--- config.mk ---
export PLATFORM = sky130hd
export DESIGN_NAME = hazard_fwd_unit
export DESIGN_NICKNAME = d
export VERILOG_FILES = /design/src/rtl/hazard_pkg.sv /design/src/rtl/haz_shadow_stage.sv /design/src/rtl/hazard_fwd_unit.sv
export SDC_FILE = /design/constraint.sdc
export NUM_CORES = 1
export LEC_CHECK = 0
export ABC_AREA = 0
export BUFFER_PORTS_ARGS = -buffer_cell sky130_fd_sc_hd__buf_2
export CAP_MARGIN = 20
export CORE_MARGIN = 8
export CORE_UTILIZATION = 55
export CTS_CLUSTER_SIZE = 30
export DETAILED_ROUTE_END_ITERATION = 10
export MAX_ROUTING_LAYER = met4
export PLACE_DENSITY = 0.82
export SYNTH_ARGS = -nofsm -noshare
export SYNTH_HDL_FRONTEND = slang
export SYNTH_SLANG_ARGS = --single-unit
--- constraint.sdc ---
create_clock -name clk -period 2.75 [get_ports clk]
set_clock_uncertainty 0.1 [all_clocks]
set_input_delay 0.55 -clock clk [delete_from_list [all_inputs] [get_ports clk]]
set_output_delay 0.55 -clock clk [all_outputs]
set_load 0.02 [all_outputs]
--- src/rtl/hazard_pkg.sv ---
// Shared types for the hazard/forwarding unit: forward-select encoding,
// per-stage destination/source shadow record and small match helpers.
package hazard_pkg;

  localparam int HZ_REG_W = 5;

  typedef enum logic [1:0] {
    FWD_REG  = 2'b00,
    FWD_WB   = 2'b01,
    FWD_MEM  = 2'b10,
    FWD_ZERO = 2'b11
  } fwd_sel_t;

  typedef struct packed {
    logic                valid;
    logic [HZ_REG_W-1:0] rs1;
    logic [HZ_REG_W-1:0] rs2;
    logic                use1;
    logic                use2;
    logic [HZ_REG_W-1:0] rd;
    logic                regwrite;
    logic                memread;
  } stage_info_t;

  localparam int STAGE_W = $bits(stage_info_t);
  localparam stage_info_t STAGE_BUBBLE = stage_info_t'({STAGE_W{1'b0}});

  // True when a writer stage produces the register an EX operand needs (x0 never matches).
  function automatic logic writes_src(input logic rw, input logic [HZ_REG_W-1:0] rd,
                                      input logic [HZ_REG_W-1:0] rs, input logic use_rs);
    return rw && (rd != {HZ_REG_W{1'b0}}) && (rd == rs) && use_rs;
  endfunction

  // Youngest producer wins; a load sitting in MEM has no data yet and never forwards.
  function automatic fwd_sel_t pick_fwd(input logic mem_rw, input logic mem_mr,
                                        input logic [HZ_REG_W-1:0] mem_rd,
                                        input logic wb_rw, input logic [HZ_REG_W-1:0] wb_rd,
                                        input logic [HZ_REG_W-1:0] rs, input logic use_rs);
    fwd_sel_t sel;
    if (!mem_mr && writes_src(mem_rw, mem_rd, rs, use_rs)) begin
      sel = FWD_MEM;
    end else if (writes_src(wb_rw, wb_rd, rs, use_rs)) begin
      sel = FWD_WB;
    end else begin
      sel = FWD_REG;
    end
    return sel;
  endfunction

endpackage

--- src/rtl/haz_shadow_stage.sv ---
// One pipeline shadow register holding a stage_info_t record, with
// synchronous reset, freeze and bubble insertion.
module haz_shadow_stage
  import hazard_pkg::*;
(
  input  logic               clk,
  input  logic               rst,
  input  logic               hold,
  input  logic               bubble,
  input  logic [STAGE_W-1:0] stage_in,
  output logic [STAGE_W-1:0] stage_out
);

  logic [STAGE_W-1:0] stage_d;
  logic [STAGE_W-1:0] stage_q;

  always_comb begin
    stage_d = stage_q;
    if (hold) begin
      stage_d = stage_q;
    end else if (bubble) begin
      stage_d = STAGE_BUBBLE;
    end else begin
      stage_d = stage_in;
    end
  end

  always_ff @(posedge clk) begin
    if (rst) begin
      stage_q <= STAGE_BUBBLE;
    end else begin
      stage_q <= stage_d;
    end
  end

  assign stage_out = stage_q;

endmodule

--- src/rtl/hazard_fwd_unit.sv ---
// Load-use stall detection and EX operand forward selects, driven from a
// private EX/MEM/WB shadow of instruction register usage.
module hazard_fwd_unit
  import hazard_pkg::*;
#(
  parameter int REG_W = HZ_REG_W,
  parameter int CNT_W = 16
) (
  input  logic             clk,
  input  logic             rst,
  input  logic             hold,
  input  logic             flush,
  input  logic             id_valid,
  input  logic [REG_W-1:0] id_rs1,
  input  logic [REG_W-1:0] id_rs2,
  input  logic             id_use_rs1,
  input  logic             id_use_rs2,
  input  logic [REG_W-1:0] id_rd,
  input  logic             id_regwrite,
  input  logic             id_memread,
  output logic             stall,
  output logic [1:0]       fwd_a_sel,
  output logic [1:0]       fwd_b_sel,
  output logic [CNT_W-1:0] stall_count
);

  localparam logic [CNT_W-1:0] CNT_MAX = {CNT_W{1'b1}};
  localparam logic [CNT_W-1:0] CNT_ONE = {{(CNT_W-1){1'b0}}, 1'b1};

  stage_info_t        id_info;
  stage_info_t        ex_info;
  stage_info_t        mem_info;
  stage_info_t        wb_info;
  logic [STAGE_W-1:0] ex_vec;
  logic [STAGE_W-1:0] mem_vec;
  logic [STAGE_W-1:0] wb_vec;
  logic               ex_bubble;
  logic               load_hit;
  logic [CNT_W-1:0]   cnt_d;
  logic [CNT_W-1:0]   cnt_q;
  logic               unused_fields;

  always_comb begin
    id_info          = STAGE_BUBBLE;
    id_info.valid    = id_valid;
    id_info.rs1      = id_rs1;
    id_info.rs2      = id_rs2;
    id_info.use1     = id_use_rs1;
    id_info.use2     = id_use_rs2;
    id_info.rd       = id_rd;
    id_info.regwrite = id_regwrite;
    id_info.memread  = id_memread;
  end

  assign ex_bubble = flush | stall | ~id_valid;

  haz_shadow_stage u_ex (
    .clk(clk), .rst(rst), .hold(hold), .bubble(ex_bubble),
    .stage_in(id_info), .stage_out(ex_vec)
  );

  haz_shadow_stage u_mem (
    .clk(clk), .rst(rst), .hold(hold), .bubble(1'b0),
    .stage_in(ex_vec), .stage_out(mem_vec)
  );

  haz_shadow_stage u_wb (
    .clk(clk), .rst(rst), .hold(hold), .bubble(1'b0),
    .stage_in(mem_vec), .stage_out(wb_vec)
  );

  assign ex_info  = stage_info_t'(ex_vec);
  assign mem_info = stage_info_t'(mem_vec);
  assign wb_info  = stage_info_t'(wb_vec);

  // A load in EX whose result the ID instruction needs costs exactly one bubble.
  always_comb begin
    load_hit = ex_info.valid && ex_info.memread && (ex_info.rd != {HZ_REG_W{1'b0}}) &&
               ((id_use_rs1 && (id_rs1 == ex_info.rd)) ||
                (id_use_rs2 && (id_rs2 == ex_info.rd)));
    stall    = id_valid && !flush && load_hit;
  end

  always_comb begin
    fwd_a_sel = pick_fwd(mem_info.regwrite, mem_info.memread, mem_info.rd,
                         wb_info.regwrite, wb_info.rd, ex_info.rs1, ex_info.use1);
    fwd_b_sel = pick_fwd(mem_info.regwrite, mem_info.memread, mem_info.rd,
                         wb_info.regwrite, wb_info.rd, ex_info.rs2, ex_info.use2);
  end

  always_comb begin
    cnt_d = cnt_q;
    if (!hold && stall && (cnt_q != CNT_MAX)) begin
      cnt_d = cnt_q + CNT_ONE;
    end else begin
      cnt_d = cnt_q;
    end
  end

  always_ff @(posedge clk) begin
    if (rst) begin
      cnt_q <= {CNT_W{1'b0}};
    end else begin
      cnt_q <= cnt_d;
    end
  end

  assign stall_count = cnt_q;

  assign unused_fields = ^{ex_info.regwrite,
                           mem_info.valid, mem_info.rs1, mem_info.rs2, mem_info.use1, mem_info.use2,
                           wb_info.valid, wb_info.rs1, wb_info.rs2, wb_info.use1, wb_info.use2,
                           wb_info.memread};

endmodule

==> flow_metrics.tcl, run 1 <==
set metrics [dict create \
    cts.sinks 49 \
    post-cts-setup-buffers 0 \
    dp_slack_ns 0.0828 \
    num_io_pins 45 \
    synthDistinctLibCells 41 \
    power_density_nw_per_um2 509 \
    cts_max_path_buffers 2 \
    viasPerCell 6.06 \
    synth-adder-area-share 0.00519 \
    status "complete, no violations" \
    arrival_ns 2.10 \
    die_y_um 82.2 \
    async_reset_ff_frac 0 \
    worst_slack_ns 0.00128 \
    hold_class "input pin to flop" \
    wire_per_inst_um 17.1 \
    cp_max_fo 6 \
    synth_edf_count 0 \
    synth_xor_area_frac 0.109 \
    hold_violations 0 \
    synth_top_family_by_area "simple AND/OR/NAND/NOR gates" \
    n_antenna_cell 0 \
    nFillCells 369 \
    die_w_um 82.2 \
    coreArea_um2 4290 \
    yosys_most_used_dff "dfxtp_1" \
    syn_area_um2 2410 \
    grt_pass1_vias 2078 \
    numCtsBuffers 5 \
    max_freq_ghz 0.364 \
    rows 24 \
    r2r-start "u_ex.stage_out[6]" \
    insertion_delay_ns 0.31 \
    cellLeakagePower_nw 1.18 \
    synth_largest_area_cell "dfxtp_1" \
    worstMarginPinSlew_ns 0.793 \
    fin_setup_tns_ns 0 \
    first_pass_iters 4 \
    dr_total_vias 2151 \
    hold_slack_ns 0.352 \
    grt.overflow.total 0 \
    peakVddDrop_uv 264 \
    maxSlewHeadroom 0.471 \
    drtAntennaViolNets 0 \
    muxShareOfSynthArea 0.0674 \
    dp_hpwl_mm 4.39 \
    setup_viol_count_final 0 \
    antenna_found_initial 0 \
    synth-simple-area-share 0.224 \
    cap_violations 0 \
    crit_required_ns 2.10 \
    path_class "flop to output port" \
    drtIter0Drc 136 \
    drive_above_1_share 0.234 \
    start_util 0.562 \
    tritoncts "done" \
    critPathLaunch "u_ex.stage_out[6]" \
    drc_errors 0 \
    track_usage 0.194 \
    start_kind "flop" \
    synth_nets 285 \
    endpoint_kind "output port" \
    grt_pass1_wl_mm 9.97 \
    place_congestion 0.964 \
    fin_crit_sh 1.00 \
    cts_htree_levels 2 \
    synthToLayoutAreaGrowth_pct 16.8 \
    slew_viol_final 0 \
    synth_area_per_cell_um2 9.28 \
    routed_wl_mm 6.07 \
    final_net_count 327 \
    ys_seq_area_frac 0.407 \
    cts-root-buf "clkbuf_8" \
    p_total_mw 1.44 \
    synth_compound_area_frac 0.156 \
    rsz0062_at_grt "yes" \
    fin_crit_ns 2.75 \
    die_area_um2 6760 \
    clk_pin_slew_ns 0.09 \
    yosys_warnings 0 \
    numPortBuffers 44 \
    synth_area_leaders "dfxtp_1, a22o_1, mux2i_1, xor2_1, xnor2_1" \
    ys_seq_elements 49 \
    grt_start_max_net_pins 21 \
    syn_inst 260 \
    synth.top_cell.area_share 0.407 \
    holdCritStartpoint "id_rd[1]" \
]
-- synthesized netlist by cell type (4+ instances only) --
| cell | n |
|---|---|
| dfxtp_1 | 49 |
| a22o_1 | 19 |
| nor2_1 | 19 |
| xor2_1 | 16 |
| mux2i_1 | 14 |
| xnor2_1 | 14 |
| nand2_1 | 12 |
| nand4_1 | 12 |
| a21oi_1 | 10 |
| clkbuf_1 | 9 |
| nand3_1 | 8 |
| o21ai_0 | 8 |
| nor3_1 | 6 |
| nor4_1 | 6 |
| or3_1 | 6 |
| or4_1 | 6 |
| and3_1 | 4 |
| buf_2 | 4 |
| nor2b_1 | 4 |
| o41ai_1 | 4 |
-- repair_timing --
item                                    4_1_cts  5_1_grt
hold buffers                                  0        0
pin swaps                                     1        1
gates resized for setup                       3        2
endpoints found under the setup margin        1        3
-- critical path: stages, from the launching register on --
cell	delay, ns
dfxtp_2	0.38
xor2_1	0.18
nor4_1	0.34
a32oi_1	0.23
nor4bb_1	0.43
buf_2	0.24
-- per-stage QoR --
stage / utilization / instance area, um^2 / cells
floorplan: - / 2410 / 260
global placement: 0.623 / 2670 / 347
detailed placement: 0.623 / 2670 / 347
CTS: 0.655 / 2810 / 355
global route: 0.656 / 2820 / 355
finish: 0.656 / 2820 / 355
-- flip-flops by register name (all words and copies together) (netlist names) --
signal and count:
u_wb.stage_out 6, u_mem.stage_out 7, stall_count 16, u_ex.stage_out 20
-- power breakdown --
| group | switching (mW) | internal (mW) | leakage (nW) |
|---|---|---|---|
| sequential | 0.0120 | 0.718 | 0.397 |
| clock | 0.246 | 0.361 | 0.0681 |
| combinational | 0.0524 | 0.0453 | 0.712 |
| total | 0.310 | 1.12 | 1.18 |
-- routing by layer --
| layer | part of all wire | track usage |
|---|---|---|
| met4 | 0.030 | 0.0947 |
| met1 | 0.45 | 0.225 |
| met3 | 0.046 | 0.0390 |
| met5 | 0 | - |
| met2 | 0.48 | 0.312 |
-- worst paths after layout --
path                        endpoint  slack [ns]  depth (start not counted)
hold / removal     u_ex.stage_out[3]        0.35                          2
setup / recovery               stall       0.001                          5
hold reg to reg   u_ex.stage_out[19]        0.36                          1
setup reg to reg   u_ex.stage_out[9]        0.41                          5
-- cell families (layout without fill, tap and decap cells) --
family,Yosys count,in the layout
simple gates,96,96
compound gates,51,51
flops,49,49
xor+xnor,30,30
buf+inv,17,60
mux,16,16
fa+ha+maj,1,1
-- final cells by class --
class	count	area (um^2)	share of cell area
sequential	49	985	0.349
clock buffer	5	68.8	0.0244
timing repair buffer	50	265	0.0941
multi-input combinational	194	1360	0.483
tap	52	65.1	0.0231
clock inverter	3	65.1	0.0231
inverter	2	7.51	0.00266
-- layout by cell type, fill, tap and decap left out, drive strengths merged, types with 3 or more instances in the layout --
cell type and count:
buf 50, dfxtp 49, nor2 19, a22o 19
xor2 16, xnor2 14, mux2i 14, nand2 13
nand4 12, a21oi 10, nand3 8, o21ai 8
nor3 7, or4 6, or3 6, nor4 6
clkbuf 5, nor2b 4, o41ai 4, and3 4
o31ai 3, or2 3, o311ai 3
(Power assumes the default switching activity.)
==> inputs of run 2 (changes only) <==
RECOVER_POWER = 50   (was unset)
==> flow_metrics.tcl, run 2 (synthesis results as in run 1) <==
set metrics [dict create \
    setup_viol_count_final 0 \
    cts_htree_levels 2 \
    final_cells 355 \
    cts_max_path_buffers 2 \
    cap_violations 0 \
    insertion_delay_ns 0.31 \
    hold_class "input pin to flop" \
    rsz0062_at_grt "yes" \
    start_util 0.562 \
    status "complete, no violations" \
    worstMarginPinSlew_ns 0.806 \
    grt_pass1_vias 2078 \
    fin_crit_ns 2.74 \
    drc_errors 0 \
    dr_total_vias 2155 \
    cellLeakagePower_nw 1.10 \
    numPortBuffers 44 \
    viasPerCell 6.07 \
    dp.cells 347 \
    mostFrequentLayoutCell "dfxtp_1" \
    clk_pin_slew_ns 0.09 \
    mostFrequentLayoutCells "dfxtp_1, buf_2, nor2_1, a22o_1, clkbuf_1" \
    final_util 0.650 \
    peakVddDrop_uv 266 \
    die_y_um 82.2 \
    combPwrFrac 0.068 \
    wire_per_inst_um 17.2 \
    p_clk_frac 0.424 \
    rows 24 \
    track_usage 0.194 \
    multi_input_area_um2 1360 \
    die_area_um2 6760 \
    first_pass_iters 4 \
    dp_hpwl_mm 4.39 \
    nFillCells 379 \
    numCtsBuffers 5 \
    synthToLayoutAreaGrowth_pct 15.8 \
    grt.overflow.total 0 \
    num_io_pins 45 \
    final_net_count 327 \
    post-cts-setup-buffers 0 \
    routed_wl_mm 6.10 \
    cts.sinks 49 \
    sequentialPowerShare 0.508 \
    die_w_um 82.2 \
    ctsHoldBuffers 0 \
    power_density_nw_per_um2 515 \
    intPower_mw 1.12 \
    seqCellArea_um2 985 \
    switching_share 0.218 \
    maxSlewHeadroom 0.463 \
    grt_pass1_wl_mm 9.97 \
    endpoint_kind "output port" \
    critPathSlowestCell "nor4bb_1" \
    tritoncts "done" \
    grt_start_max_net_pins 21 \
    start_kind "flop" \
    hold_violations 0 \
    path_buf_inv 1 \
    path_class "flop to output port" \
    place_congestion 0.964 \
    cp_max_fo 6 \
    max_freq_ghz 0.365 \
    crit_required_ns 2.10 \
    largest_reg_flops 20 \
    crit_chain "xor2_1 -> nor4_1 -> a32oi_1 -> nor4bb_1 -> buf_2" \
    p_total_mw 1.44 \
    slew_viol_final 0 \
    fin_crit_sh 0.998 \
    arrival_ns 2.09 \
    n_antenna_cell 0 \
    drtIter0Drc 122 \
    critPathTopFamily "simple AND/OR/NAND/NOR gates" \
    antenna_found_initial 0 \
    drtAntennaViolNets 0 \
    cts-root-buf "clkbuf_8" \
    cpPeakStageDelay_ns 0.43 \
    drive_above_1_share 0.175 \
    coreArea_um2 4290 \
    p_sw_mw 0.313 \
]
## run 2: changes by cell type in the layout (fill, tap and decap cells not counted)
| cell | before | now |
|---|---|---|
| buf_4 | 6 | 5 |
| buf_2 | 44 | 27 |
| clkbuf_1 | 0 | 18 |
## run 2: path summary, 6_finish.rpt
kind                      startpoint            endpoint  slack (ns)  cells after the start
hold / removal              id_rd[1]   u_ex.stage_out[3]        0.35                      2
setup / recovery   u_ex.stage_out[6]               stall       0.007                      5
hold reg to reg   u_ex.stage_out[19]  u_ex.stage_out[19]        0.36                      1
setup reg to reg   u_ex.stage_out[6]   u_ex.stage_out[9]        0.42                      5
## run 2: final cells by class
cell class	instances	share of cell area
multi-input cells	194	0.487
flip-flops and latches	49	0.353
repair buffers	50	0.0860
clock buffers	5	0.0246
clock inverters	3	0.0233
well taps	52	0.0233
inverters	2	0.00269
## run 2: power groups by stage
stage	logic [mW]	registers [mW]	clock network [mW]
floorplan	0.0603	0.742	0
global placement	0.0925	0.746	0
detailed placement	0.0948	0.746	0
CTS	0.0959	0.730	0.614
global route	0.106	0.732	0.639
finish	0.0970	0.730	0.610
## run 2: routing by layer
layer,routed length [um],vias to the layer above,track usage
met5,0,-,-
met1,2760,1021,0.225
met3,294,14,0.0390
li1,-,1053,-
met4,174,0,0.0947
met2,2870,67,0.312
## run 2: through the flow
| stage | hold WS, ns | area (um^2) | setup WS (ns) | TNS (ns) |
|---|---|---|---|---|
| 6_report | 0.350 | 2790 | 0.00652 | 0 |
| 5_1_grt | 0.349 | 2790 | -0.0192 | -0.0192 |
| 4_1_cts | 0.346 | 2810 | 0.0127 | 0 |
| 3_5_place_dp | 0.339 | 2670 | 0.0828 | 0 |
| 3_3_place_gp | 0.333 | 2670 | 0.0949 | 0 |
| 2_1_floorplan | 0.326 | 2410 | 0.0940 | 0 |
## run 2: timing repair
item | in CTS | in global routing
endpoints found under the hold margin | 0 | 0
resized for setup | 3 | 2
endpoints found under the setup margin | 1 | 3
pin swaps | 1 | 1
